### src/rtl/pc_seq_pkg.sv
// Shared control-signal definitions for the fetch front end: jump/branch
// type codes, the PC sequencer state encoding and its address defaults.
package pc_seq_pkg;

  // Jump/branch type codes decoded by the control unit.
  typedef enum logic [2:0] {
    JT_NONE   = 3'd0,
    JT_BRANCH = 3'd1,
    JT_J      = 3'd2,
    JT_JAL    = 3'd3,
    JT_JR     = 3'd4
  } jump_type_e;

  // PC sequencer FSM states; the encoding is visible on the state port.
  typedef enum logic [1:0] {
    ST_BOOT = 2'b00,
    ST_RUN  = 2'b01,
    ST_HALT = 2'b10,
    ST_EXC  = 2'b11
  } pc_state_e;

  localparam logic [31:0] PC_RESET_DEFAULT = 32'h0000_3000;
  localparam logic [31:0] PC_EXC_DEFAULT   = 32'h0000_4180;

  // Word-align an address by clearing the byte-offset bits.
  function automatic logic [31:0] word_align(input logic [31:0] addr);
    return {addr[31:2], 2'b00};
  endfunction

endpackage

### src/rtl/pc_seq_pc_reg.sv
// pc_reg: W-bit register with asynchronous active-high reset to RST_VAL,
// load enable and data input.
module pc_reg #(
  parameter int          W       = 32,
  parameter logic [W-1:0] RST_VAL = '0
) (
  input  logic         clk,
  input  logic         rst,
  input  logic         en,
  input  logic [W-1:0] d,
  output logic [W-1:0] q
);

  // Hold the value unless loading; reset takes effect immediately.
  always_ff @(posedge clk or posedge rst) begin
    if (rst) begin
      q <= RST_VAL;
    end else if (en) begin
      q <= d;
    end
  end

endmodule

### src/rtl/pc_seq.sv
// pc_seq: program-counter sequencer with BOOT/RUN/HALT/EXC control.
// Optional macro PC_SEQ_EXC_EN enables exception entry (exc_req or a
// misaligned npc) and the epc output; without it the EXC state is never
// entered, exc_req is ignored and misaligned npc bits are dropped.
//
// Handshake: there is no valid/ready pairing here. pc_valid is a
// registered qualifier: when high, pc holds a fetchable instruction address
// for the whole cycle. stall/halt_req/resume/exc_req are level-sensitive and
// sampled on every rising edge in the states where they matter.
module pc_seq
  import pc_seq_pkg::*;
#(
  parameter logic [31:0] RESET_PC = PC_RESET_DEFAULT,
  parameter logic [31:0] EXC_VEC  = PC_EXC_DEFAULT
) (
  input  logic        clk,
  input  logic        rst,
  input  logic [31:0] npc,
  input  logic [31:0] normal_npc,
  input  logic        stall,
  input  logic        halt_req,
  input  logic        resume,
  input  logic        exc_req,
  output logic [31:0] pc,
  output logic        pc_valid,
  output logic        halted,
  output logic [1:0]  state,
  output logic [31:0] retired
`ifdef PC_SEQ_EXC_EN
  ,
  output logic [31:0] epc
`endif
);

  pc_state_e   st;
  logic        exc_hit;
  logic        misalign;
  logic        advance;
  logic        pc_load;
  logic [31:0] pc_next;

`ifdef PC_SEQ_EXC_EN
  assign exc_hit  = exc_req;
  assign misalign = |npc[1:0];
`else
  logic unused_inputs;
  assign unused_inputs = ^{exc_req, npc[1:0]};
  assign exc_hit  = 1'b0;
  assign misalign = 1'b0;
`endif

  // A RUN cycle with no higher-priority request moves to npc.
  assign advance = (st == ST_RUN) && !exc_hit && !halt_req && !stall;
  assign state   = st;

  // Select whether and what the PC register loads this cycle.
  always_comb begin
    pc_load = 1'b0;
    pc_next = word_align(npc);
    case (st)
      ST_RUN:  pc_load = advance && !misalign;
      ST_HALT: begin
        pc_load = resume;
        pc_next = normal_npc;
      end
      ST_EXC: begin
        pc_load = 1'b1;
        pc_next = EXC_VEC;
      end
      default: pc_load = 1'b0;
    endcase
  end

  pc_reg #(
    .W       (32),
    .RST_VAL (RESET_PC)
  ) u_pc_reg (
    .clk (clk),
    .rst (rst),
    .en  (pc_load),
    .d   (pc_next),
    .q   (pc)
  );

  // Control FSM with registered status outputs and the retire counter.
  always_ff @(posedge clk or posedge rst) begin
    if (rst) begin
      st       <= ST_BOOT;
      retired  <= '0;
      pc_valid <= 1'b0;
      halted   <= 1'b0;
`ifdef PC_SEQ_EXC_EN
      epc      <= '0;
`endif
    end else begin
      case (st)
        ST_BOOT: begin
          st       <= ST_RUN;
          pc_valid <= 1'b1;
        end
        ST_RUN: begin
          if (exc_hit || (advance && misalign)) begin
            st       <= ST_EXC;
            pc_valid <= 1'b0;
          end else if (halt_req) begin
            st       <= ST_HALT;
            pc_valid <= 1'b0;
            halted   <= 1'b1;
          end else if (advance) begin
            // Counter wraps naturally at 32 bits.
            retired <= retired + 32'd1;
          end
        end
        ST_HALT: begin
          if (resume) begin
            st       <= ST_RUN;
            pc_valid <= 1'b1;
            halted   <= 1'b0;
            retired  <= retired + 32'd1;
          end
        end
        ST_EXC: begin
`ifdef PC_SEQ_EXC_EN
          epc      <= pc;
`endif
          st       <= ST_RUN;
          pc_valid <= 1'b1;
        end
        default: begin
          st       <= ST_BOOT;
          pc_valid <= 1'b0;
          halted   <= 1'b0;
        end
      endcase
    end
  end

endmodule

### config.mk
export PLATFORM = sky130hd
export DESIGN_NAME = pc_seq
export DESIGN_NICKNAME = d
export VERILOG_FILES = /design/src/rtl/pc_seq_pkg.sv /design/src/rtl/pc_seq_pc_reg.sv /design/src/rtl/pc_seq.sv
export SDC_FILE = /design/constraint.sdc
export NUM_CORES = 1
export LEC_CHECK = 0
export BUFFER_PORTS_ARGS = -buffer_cell sky130_fd_sc_hd__buf_2
export CAP_MARGIN = 40
export CORE_MARGIN = 5
export CORE_UTILIZATION = 47
export DETAILED_ROUTE_END_ITERATION = 8
export PLACE_DENSITY = 0.78
export SYNTH_ARGS = -nofsm -noshare
export SYNTH_HDL_FRONTEND = slang
export SYNTH_SLANG_ARGS = --single-unit
### constraint.sdc
create_clock -name clk -period 2.8 [get_ports clk]
set_input_delay 0.28 -clock clk [delete_from_list [all_inputs] [get_ports clk]]
set_output_delay 0.28 -clock clk [all_outputs]
set_load 0.005 [all_outputs]
======== Word level (Yosys, flattened, before mapping) ========
Index checks and enable logic that the tools add are counted.
storage, ports and cells
  register bits after elaboration ......... 68
operators by class
  $add $sub $neg .......................... 1
  eq/ne operators ......................... 7
  muxes and demuxes ....................... 15
  reduce and logical (&&, ||, !) cells .... 10
operators with widths
  cell                   count
  $pmux 32 s2            2
  $mux 32                3
  $add 32x1->32 const B  1
  $ne 2x2->1 const B     4
  $pmux 1 s3             2
  $pmux 2 s3             1
  $eq 2x2->1 const B     2
  $mux 1                 4
  $mux 2                 2
  $reduce_and 4->1       1
  $reduce_and 3->1       1
  $eq 2x1->1 const B     1
  $logic_and 1x1->1      2
  $logic_not 1->1        2
  $logic_not 2->1        1
  $pmux 1 s2             1
  $reduce_and 2->1       1
  $reduce_bool 2->1      1
  $reduce_or 2->1        1

======== Longest topological paths before layout ========
Gate-level depths: netlist (run 1).
  word-level depth ........................ 6
  depth in mapped cells ................... 6
  gate-level depth less buffers ........... 6

======== Cells and area by module ========
Synthesis (run 1) repeated with hierarchy kept, for this count alone.
unflattened totals
  cells, all modules ...................... 315
  area, all modules ....................... 3429.5 um^2
modules (own cells, without submodules)
  module  times used  cells an instance  area each (um^2)
  pc_seq  1           246                2078.2
  pc_reg  1           69                 1351.3

======== Worst setup path after synthesis (run 1) ========
OpenSTA, ideal clock, no wires.
  kind .................................... reg2reg
  from .................................... reg st[1], in the netlist state[1]
  to ...................................... reg retired[30]
  library setup time ...................... 0.123 ns
  arrival time ............................ 1.892 ns
  setup slack ............................. 0.784 ns
  cell stages (with the launch flop) ...... 7
  clock period less this slack ............ 2.016 ns
  path through ............................ dfrtp_1 -> buf_2 -> or4b_4 -> a211o_1 -> and4b_1 -> nand4_1 -> xnor2_1
between the ends
  word-level cells in the longest chain between the ends .. 5
  elaborated cells on any way between the ends .. 10
RTL lines
  element                          RTL line                    RTL
  start, declared                  pc_seq.sv:35                pc_state_e st;
  start signal, assigned           pc_seq.sv:88                st <= ST_BOOT;
  start signal, assigned           pc_seq.sv:98                st <= ST_RUN;
  start signal, assigned           pc_seq.sv:103               st <= ST_EXC;
  $eq 2x1->1                       pc_seq.sv:53, pc_seq.sv:96
  $logic_and 1x1->1 (2 in series)  pc_seq.sv:53                assign advance = (st == ST_RUN) && !exc_hit && !halt_req && !stall;
  $ne 2x2->1 (no line)             n/a
  $reduce_and 4->1 (no line)       n/a
  end signal, assigned             pc_seq.sv:111               retired <= retired + 32'd1;
  end signal, assigned             pc_seq.sv:119               retired <= retired + 32'd1;
  end, declared                    pc_seq.sv:28                output logic [31:0] retired
Several ways; a longest one is shown, not always the timed one.
A chain may end at the register's enable or synchronous reset.

======== Worst setup path after layout (run 1) ========
  from .................................... reg st[1], in the netlist state[1]
  to ...................................... reg retired[31]
The elaborated chain is that of the path after synthesis.

==> flow_metrics.env, run 1 <==
export IMPL_worst_slew_pin_slew_ps=819
export IMPL_grt_pass1_vias=2707
export IMPL_end_kind="register"
export IMPL_worstPathRequired_ps=3060
export IMPL_comb_power_share_pct=28.7
export IMPL_pin_count=138
export IMPL_yosysSeqAreaShare_pct=53.2
export IMPL_synth_ff_type="dfrtp_1"
export IMPL_criticalPathCategory="reg2reg"
export IMPL_p_int_mw=2.37
export IMPL_synth_net_count=383
export IMPL_drcViolationCount=0
export IMPL_start_util_pct=48.9
export IMPL_insertion_delay_ps=330
export IMPL_drive_above_1_share_pct=36.9
export IMPL_muxShareOfSynthArea_pct=1.07
export IMPL_worst_setup_path_start_kind="register"
export IMPL_cap_violations=0
export IMPL_cts_sinks=67
export IMPL_synth_top_family_by_area="simple AND/OR/NAND/NOR gates"
export IMPL_dieWidth_um=92.0
export IMPL_final_antenna_net_count=0
export IMPL_final_core_util_pct=64.5
export IMPL_min_path_type="in2async"
export IMPL_rsz0062_at_grt="no"
export IMPL_hold_viol_final=0
export IMPL_rows=29
export IMPL_critPathMaxFanout=55
export IMPL_cts_buffer_depth=2
export IMPL_areaGrowthSynthToFinish_pct=32.0
export IMPL_syn_instance_count=312
export IMPL_die_area_um2=8460
export IMPL_drt_iter0_drc=59
export IMPL_ctsHoldBuffers=0
export IMPL_synth_largest_area_cell="dfrtp_1"
export IMPL_slew_headroom_pct=45.4
export IMPL_dpl_hpwl_mm=5.41
export IMPL_synth_xor_area_share_pct=8.60
export IMPL_yosys_area_share_simple_pct=24.7
export IMPL_place_gp_congestion=0.805
export IMPL_outcome="finished, final reports clean"
export IMPL_io_buffers=134
export IMPL_setup_tns_final_ps=0
export IMPL_vias=2700
export IMPL_ys_types=32
export IMPL_synth_edf_count=0
export IMPL_synth_adder_area_share_pct=0.396
export IMPL_synth_seq_cells=67
export IMPL_p_leak_nw=2.14
export IMPL_vias_per_cell=5.10
export IMPL_p_sw_share_pct=30.4
export IMPL_power_density_nw_per_um2=819
export IMPL_design_core_area_um2=6460
export IMPL_finalSetupViolations=0
export IMPL_cp_arrival_ps=2380
export IMPL_syn_cell_area_um2=3160
export IMPL_pwr_share_clk_pct=29.6
export IMPL_min_period_over_period_pct=75.8
export IMPL_synth_area_leaders="dfrtp_1, xnor2_1, nor2_1"
export IMPL_synth_compound_area_share_pct=9.24
export IMPL_grt_usage_pct=17.4
export IMPL_grt_pass1_wl_mm=12.0
export IMPL_die_h_um=92.0
export IMPL_path_clk_slew_ps=70
export IMPL_cts_repair_resized=0
export IMPL_yosysWarnings=0
export IMPL_wl_per_cell_um=13.8
export IMPL_antenna_cells=0
export IMPL_post_cts_buffers=0
export IMPL_seqPwrFrac_pct=41.7
export IMPL_grt_max_degree=68
export IMPL_root_buffer="clkbuf_8"
export IMPL_grt_antenna_before_repair=0
export IMPL_path_cells="buf_4 -> nand3b_1 -> a211oi_4 -> nand4_2 -> nor3_2 -> xor2_1"
export IMPL_cts_buffers=9
export IMPL_layout_nets=518
export IMPL_tritoncts="yes"
export IMPL_fin_worst_skew_ps=6.61
export IMPL_slowest_delay_ps=420
export IMPL_final_max_slew_viol_count=0
export IMPL_grt_overflow=0
export IMPL_synth_top_area_share_pct=51.5
export IMPL_drtPass1Iterations=4
export IMPL_cp_slowest_cell="buf_4"
export IMPL_period_minus_slack_ps=2120
export IMPL_htreeDepth=3
export IMPL_fmax_mhz=471
export IMPL_switchingPower_mw=1.04
export IMPL_async_reset_ff_share_pct=100
export IMPL_vdd_drop_max_mv=0.499
export IMPL_routed_wirelength_mm=7.32
export IMPL_syn_area_per_cell_um2=10.1
==> power by group through the flow <==
stage	clock network, mW	logic (mW)	registers (mW)
finish	1.01	0.979	1.42
global route	1.08	1.10	1.47
CTS	1.03	0.999	1.42
detailed placement	0	1.00	1.43
global placement	0	0.972	1.43
floorplan	0	0.522	1.45
==> registers in the layout, indices dropped and copies added (netlist names) <==
register    flops
halted          1
u_pc_reg.q     32
state           2
retired        32
==> placed cells by master (no fill, tap or decap), types with 2 or more instances in the layout <==
cell type  count
nor2b_1       13
a21oi_1       24
buf_2        134
mux2_2         3
nand2_1       20
and3_1        10
nand4_1        6
clkbuf_8      12
dfstp_2        2
xor2_1        13
nor2_1        36
dfrtp_1       65
nand3_1        4
nand2b_1      16
bufinv_16      3
xnor2_1       18
and2_1         5
o21ai_0        5
and4_1         6
buf_4          6
nand3b_1      17
inv_1          5
a31oi_1       16
==> metal layers <==
metal / vias up / part of all wire [%] / track usage [%]
met1: 1264 / 44 / 21.1
met4: 0 / 1.4 / 6.56
met3: 10 / 7.6 / 5.48
met2: 97 / 47 / 29.3
met5: - / 0 / 0
li1: 1329 / - / -
==> final cells by class <==
type,instances,area [µm²]
well taps,77,96.3
fillers,558,2290
clock inverters,4,95.1
repair buffers,140,716
clock buffers,12,165
inverters,6,22.5
multi-input cells,223,1390
flip-flops and latches,67,1680
==> critical path, delay by kind of cell (launching register included) <==
family / cells / cell delay, ps
simple gates: 3 / 740
buf+inv: 1 / 420
compound gates: 1 / 390
flops: 1 / 350
xor+xnor: 1 / 150
==> Yosys cell counts, types with 10 or more instances <==
cell type,instances
dfrtp_1,65
nor2_1,36
a21oi_1,24
nand2_1,21
xnor2_1,18
nand3b_1,17
a31oi_1,16
nand2b_1,16
clkbuf_1,14
nor2b_1,13
xor2_1,13
and3_1,10
==> logic make-up (layout without fill, tap and decap cells) <==
family | after synthesis | after routing
XOR/XNOR | 31 | 31
flip-flops | 67 | 67
AND/OR/NAND/NOR | 139 | 139
AO/OA/AOI/OAI | 49 | 49
adder cells (fa/ha/maj) | 1 | 1
multiplexers | 3 | 3
buffers and inverters | 22 | 162
==> worst paths after layout <==
| path | endpoint | cells after the start | slack [ps] | start |
|---|---|---|---|---|
| setup / recovery | retired[31]$_DFFE_PP0P_ | 6 | 680 | state[1]$_DFFE_PP0P_ |
| hold / removal | retired[27]$_DFFE_PP0P_ | 3 | 170 | rst |
| setup reg to reg | retired[31]$_DFFE_PP0P_ | 6 | 680 | state[1]$_DFFE_PP0P_ |
| hold reg to reg | retired[31]$_DFFE_PP0P_ | 1 | 460 | retired[31]$_DFFE_PP0P_ |
| max in group asynchronous | u_pc_reg.q[30]$_DFFE_PP0P_ | 3 | 2080 | rst |
| min in group clk | u_pc_reg.q[0]$_DFFE_PP0P_ | 3 | 180 | normal_npc[0] |
==> per-stage QoR <==
step           hold slack (ps)  area [µm²]  setup slack (ps)  instances  power [mW]
2_1_floorplan              407        3160               784        312        1.97
3_3_place_gp               451        3910               754        513        2.40
3_5_place_dp               457        3910               697        513        2.43
4_1_cts                    167        4170               680        529        3.46
5_1_grt                    161        4170               490        529        3.65
6_report                   170        4170               678        529        3.41
(Power assumes the default switching activity.)
==> run 2, diff against run 1 <==
Clock period 2.8 ns to 2 ns, I/O delays scaled along.
==> flow_metrics.env, run 2 (same netlist as run 1, synthesis figures left out) <==
export IMPL_tritoncts="yes"
export IMPL_fmax_mhz=522
export IMPL_final_common_cell="buf_2"
export IMPL_nFillCells=545
export IMPL_min_to="u_pc_reg.q[0]$_DFFE_PP0P_"
export IMPL_final_core_util_pct=65.4
export IMPL_routed_wirelength_mm=7.76
export IMPL_io_buffers=134
export IMPL_pin_count=138
export IMPL_power_density_nw_per_um2=1140
export IMPL_min_period_over_period_pct=95.8
export IMPL_holdCritStartpoint="normal_npc[0]"
export IMPL_dp_cells=516
export IMPL_start_util_pct=48.9
export IMPL_end_kind="register"
export IMPL_fin_worst_skew_ps=7.70
export IMPL_areaGrowthSynthToFinish_pct=33.7
export IMPL_place_gp_congestion=0.802
export IMPL_design_core_area_um2=6460
export IMPL_most_common_layout_cells="buf_2, dfrtp_1, nor2_1"
export IMPL_antenna_cells=0
export IMPL_vias_per_cell=5.04
export IMPL_dpl_hpwl_mm=5.70
export IMPL_cts_buffers=9
export IMPL_wl_per_cell_um=14.6
export IMPL_power_total_mw=4.81
export IMPL_outcome="finished, final reports clean"
export IMPL_die_h_um=92.0
export IMPL_grt_antenna_before_repair=0
export IMPL_min_path_type="in2reg"
export IMPL_grt_usage_pct=18.6
export IMPL_path_clk_slew_ps=80
export IMPL_dieWidth_um=92.0
export IMPL_min_path_cells=3
export IMPL_rrSetupSlack_ps=80
export IMPL_cp_slowest_cell="or4b_4"
export IMPL_fin_cells=533
export IMPL_reg2reg_from="state[1]$_DFFE_PP0P_"
export IMPL_place_area_um2=3950
export IMPL_worstPathRequired_ps=2260
export IMPL_slew_headroom_pct=66.7
export IMPL_criticalPathCategory="reg2reg"
export IMPL_grt_max_degree=52
export IMPL_hold_viol_final=0
export IMPL_die_area_um2=8460
export IMPL_grt_overflow=0
export IMPL_slowest_delay_ps=510
export IMPL_layout_nets=522
export IMPL_cp_arrival_ps=2170
export IMPL_grt_pass1_vias=2676
export IMPL_worst_setup_path_start_kind="register"
export IMPL_critPathMaxFanout=5
export IMPL_r2r_cells=5
export IMPL_rr_endpoint="retired[17]$_DFFE_PP0P_"
export IMPL_post_cts_buffers=0
export IMPL_period_minus_slack_ps=1920
export IMPL_path_cells="or4b_4 -> a211oi_4 -> and2_1 -> and3_1 -> xor2_1"
export IMPL_final_max_slew_viol_count=0
export IMPL_grt_pass1_wl_mm=12.6
export IMPL_htreeDepth=3
export IMPL_cap_violations=0
export IMPL_insertion_delay_ps=330
export IMPL_vias=2686
export IMPL_cts_sinks=67
export IMPL_drcViolationCount=0
export IMPL_drt_iter0_drc=58
export IMPL_worst_slew_pin_slew_ps=498
export IMPL_p_leak_nw=2.16
export IMPL_setup_tns_final_ps=0
export IMPL_root_buffer="clkbuf_8"
export IMPL_final_area_um2=4220
export IMPL_drtPass1Iterations=4
export IMPL_vdd_drop_max_mv=0.635
export IMPL_finalSetupViolations=0
export IMPL_final_antenna_net_count=0
export IMPL_cts_buffer_depth=2
export IMPL_rows=29
export IMPL_rsz0062_at_grt="no"
export IMPL_drive_above_1_share_pct=37.5
==> run 2: routing by layer <==
metal | track usage (%) | vias up | routed length, µm
li1 | - | 1341 | -
met1 | 23.4 | 1244 | 3300
met2 | 30.2 | 95 | 3800
met3 | 6.14 | 6 | 593
met4 | 6.19 | 0 | 65
met5 | 0 | - | 0
==> run 2: critical path: cells and delay by family, from the launching register on <==
kind             cells  cell delay, ps
flip-flops           1             380
AO/OA/AOI/OAI        1             320
AND/OR/NAND/NOR      3             990
XOR/XNOR             1             150
==> run 2: layout make-up <==
class                           instances  area, µm²  share of cell area [%]
Clock buffer                            9        124                    2.93
Tap cell                               77       96.3                    2.28
Inverter                                6       22.5                   0.533
Clock inverter                          7        124                    2.93
Sequential cell                        67       1680                    39.8
Timing Repair Buffer                  144        777                    18.4
Multi-Input combinational cell        223       1400                    33.1
==> run 2: repair_timing <==
action                                  CTS  global route
hold buffers                              1             0
endpoints found under the setup margin    0            14
gates resized for setup                   0             3
hold endpoints to repair                 20             0
==> run 2: worst max-delay path by stage <==
stage	startpoint	endpoint	slack, ps	cells past startpoint
floorplan	state[1]$_DFFE_PP0P_	retired[30]$_DFFE_PP0P_	40	6
global placement	stall	retired[31]$_DFFE_PP0P_	110	6
detailed placement	stall	retired[22]$_DFFE_PP0P_	70	6
CTS	state[1]$_DFFE_PP0P_	u_pc_reg.q[25]$_DFFE_PP0P_	60	7
global route	state[1]$_DFFE_PP0P_	retired[31]$_DFFE_PP0P_	2	5
finish	state[1]$_DFFE_PP0P_	retired[17]$_DFFE_PP0P_	80	5
==> run 2: per-stage QoR <==
step / worst slack [ps] / hold WS [ps]
6_report: 83.8 / 93.6
5_1_grt: 2.32 / 81.9
4_1_cts: 56.7 / 79.8
3_5_place_dp: 69.1 / 253
3_3_place_gp: 108 / 255
2_1_floorplan: 38.4 / 327
==> run 2: power breakdown <==
part	internal [mW]	switching [mW]	leakage [nW]	total [mW]
clock network	0.839	0.549	0.120	1.39
registers	1.74	0.251	0.839	1.99
logic	0.693	0.734	1.20	1.43
total	3.27	1.53	2.16	4.81
==> run 3, diff against run 2 <==
Settings changed: SETUP_SLACK_MARGIN set to 0.3.
==> flow_metrics.env, run 3 (same netlist as run 1, synthesis figures left out) <==
export IMPL_outcome="finished, final reports clean"
export IMPL_design_core_area_um2=6460
export IMPL_drtPass1Iterations=4
export IMPL_hold_viol_final=0
export IMPL_power_density_nw_per_um2=1030
export IMPL_drt_iter0_drc=74
export IMPL_start_util_pct=48.9
export IMPL_power_total_mw=4.34
export IMPL_vias_per_cell=5.09
export IMPL_vias=2727
export IMPL_final_max_slew_viol_count=0
export IMPL_grt_pass1_vias=2795
export IMPL_grt_overflow=0
export IMPL_grt_usage_pct=19.0
export IMPL_dpl_hpwl_mm=5.64
export IMPL_rows=29
export IMPL_min_period_over_period_pct=95.7
export IMPL_cts_buffers=9
export IMPL_grt_pass1_wl_mm=12.9
export IMPL_io_buffers=134
export IMPL_htreeDepth=3
export IMPL_period_minus_slack_ps=1910
export IMPL_worst_setup_path_start_kind="register"
export IMPL_rrSetupSlack_ps=90
export IMPL_die_h_um=92.0
export IMPL_dieWidth_um=92.0
export IMPL_antenna_cells=0
export IMPL_seq_area_um2=1680
export IMPL_grt_max_degree=55
export IMPL_drive_above_1_share_pct=39.9
export IMPL_slew_headroom_pct=59.4
export IMPL_final_common_cell="buf_2"
export IMPL_cp_arrival_ps=2120
export IMPL_cts_buffer_depth=2
export IMPL_root_buffer="clkbuf_8"
export IMPL_worstPathRequired_ps=2210
export IMPL_cap_violations=0
export IMPL_nFillCells=553
export IMPL_p_leak_nw=2.16
export IMPL_place_gp_congestion=0.791
export IMPL_vdd_drop_max_mv=0.567
export IMPL_min_path_type="in2reg"
export IMPL_cts_sinks=67
export IMPL_path_clk_slew_ps=70
export IMPL_die_area_um2=8460
export IMPL_whs_ps=103
export IMPL_most_common_layout_cells="buf_2, dfrtp_1, nor2_1"
export IMPL_routed_wirelength_mm=7.81
export IMPL_tritoncts="yes"
export IMPL_final_antenna_net_count=0
export IMPL_multiInputGateArea_um2=1450
export IMPL_wl_per_cell_um=14.6
export IMPL_rsz0062_at_grt="yes"
export IMPL_critPathMaxFanout=6
export IMPL_pin_count=138
export IMPL_fmax_mhz=522
export IMPL_end_kind="register"
export IMPL_fin_worst_skew_ps=10.9
export IMPL_final_core_util_pct=65.2
export IMPL_drcViolationCount=0
export IMPL_setup_tns_final_ps=0
export IMPL_layout_nets=525
export IMPL_worst_slew_pin_slew_ps=607
export IMPL_criticalPathCategory="reg2reg"
export IMPL_areaGrowthSynthToFinish_pct=33.5
export IMPL_insertion_delay_ps=330
export IMPL_finalSetupViolations=0
export IMPL_grt_antenna_before_repair=0
## run 3: cell count changes in the layout (fill, tap and decap cells not counted), sizes merged
cell / change
inv: -3
clkbuf: +4
buf: +2
bufinv: -3
clkinv: +3
## run 3: worst paths after layout
path,from,to,cells past startpoint
min in group asynchronous,rst,u_pc_reg.q[26]$_DFFE_PP0P_,3
hold / removal,normal_npc[0],u_pc_reg.q[0]$_DFFE_PP0P_,3
setup reg to reg,state[1]$_DFFE_PP0P_,retired[22]$_DFFE_PP0P_,5
hold reg to reg,retired[31]$_DFFE_PP0P_,retired[31]$_DFFE_PP0P_,1
max in group asynchronous,rst,retired[10]$_DFFE_PP0P_,4
setup / recovery,state[1]$_DFFE_PP0P_,retired[22]$_DFFE_PP0P_,5
## run 3: final cells by class
class                           instances  share of cell area, %
Sequential cell                        67                   39.9
Multi-Input combinational cell        223                   34.4
Timing Repair Buffer                  147                   19.1
Clock buffer                           12                   3.21
Tap cell                               77                   2.29
Inverter                                6                  0.624
Clock inverter                          4                  0.475
## run 3: report_power, final
| part | switching [mW] | internal [mW] | total (mW) |
|---|---|---|---|
| Clock | 0.481 | 0.443 | 0.924 |
| Sequential | 0.248 | 1.74 | 1.99 |
| Combinational | 0.733 | 0.696 | 1.43 |
| Total | 1.46 | 2.88 | 4.34 |
## run 3: metal layers
layer	part of all wire [%]	vias to the layer above	track usage (%)
li1	-	1348	-
met1	41	1280	22.3
met2	50	90	32.5
met3	7.9	9	6.38
met4	1.2	0	6.81
met5	0	-	0
## run 3: worst max-delay path: stages (launching register included)
cell and delay (ps):
dfrtp_1 400, or4b_4 520, a211o_1 290, and2b_4 330, nand4_1 120, xnor2_1 140
## run 3: timing repair
item                                    CTS  global route
hold endpoints to repair                 24             0
buffers inserted                          1             2
hold buffers                              1             0
resized for setup                         5            14
endpoints found under the setup margin   50            54
pin swaps                                 3             3
## run 3: per-stage QoR
stage / instance area (µm²) / std cells / setup slack [ps]
after floorplan: 3170 / 312 / 66.8
after global placement: 3960 / 516 / 104
after detailed placement: 3960 / 516 / 85.3
after CTS: 4140 / 534 / 106
after global routing: 4210 / 536 / 10.3
final: 4210 / 536 / 85.8
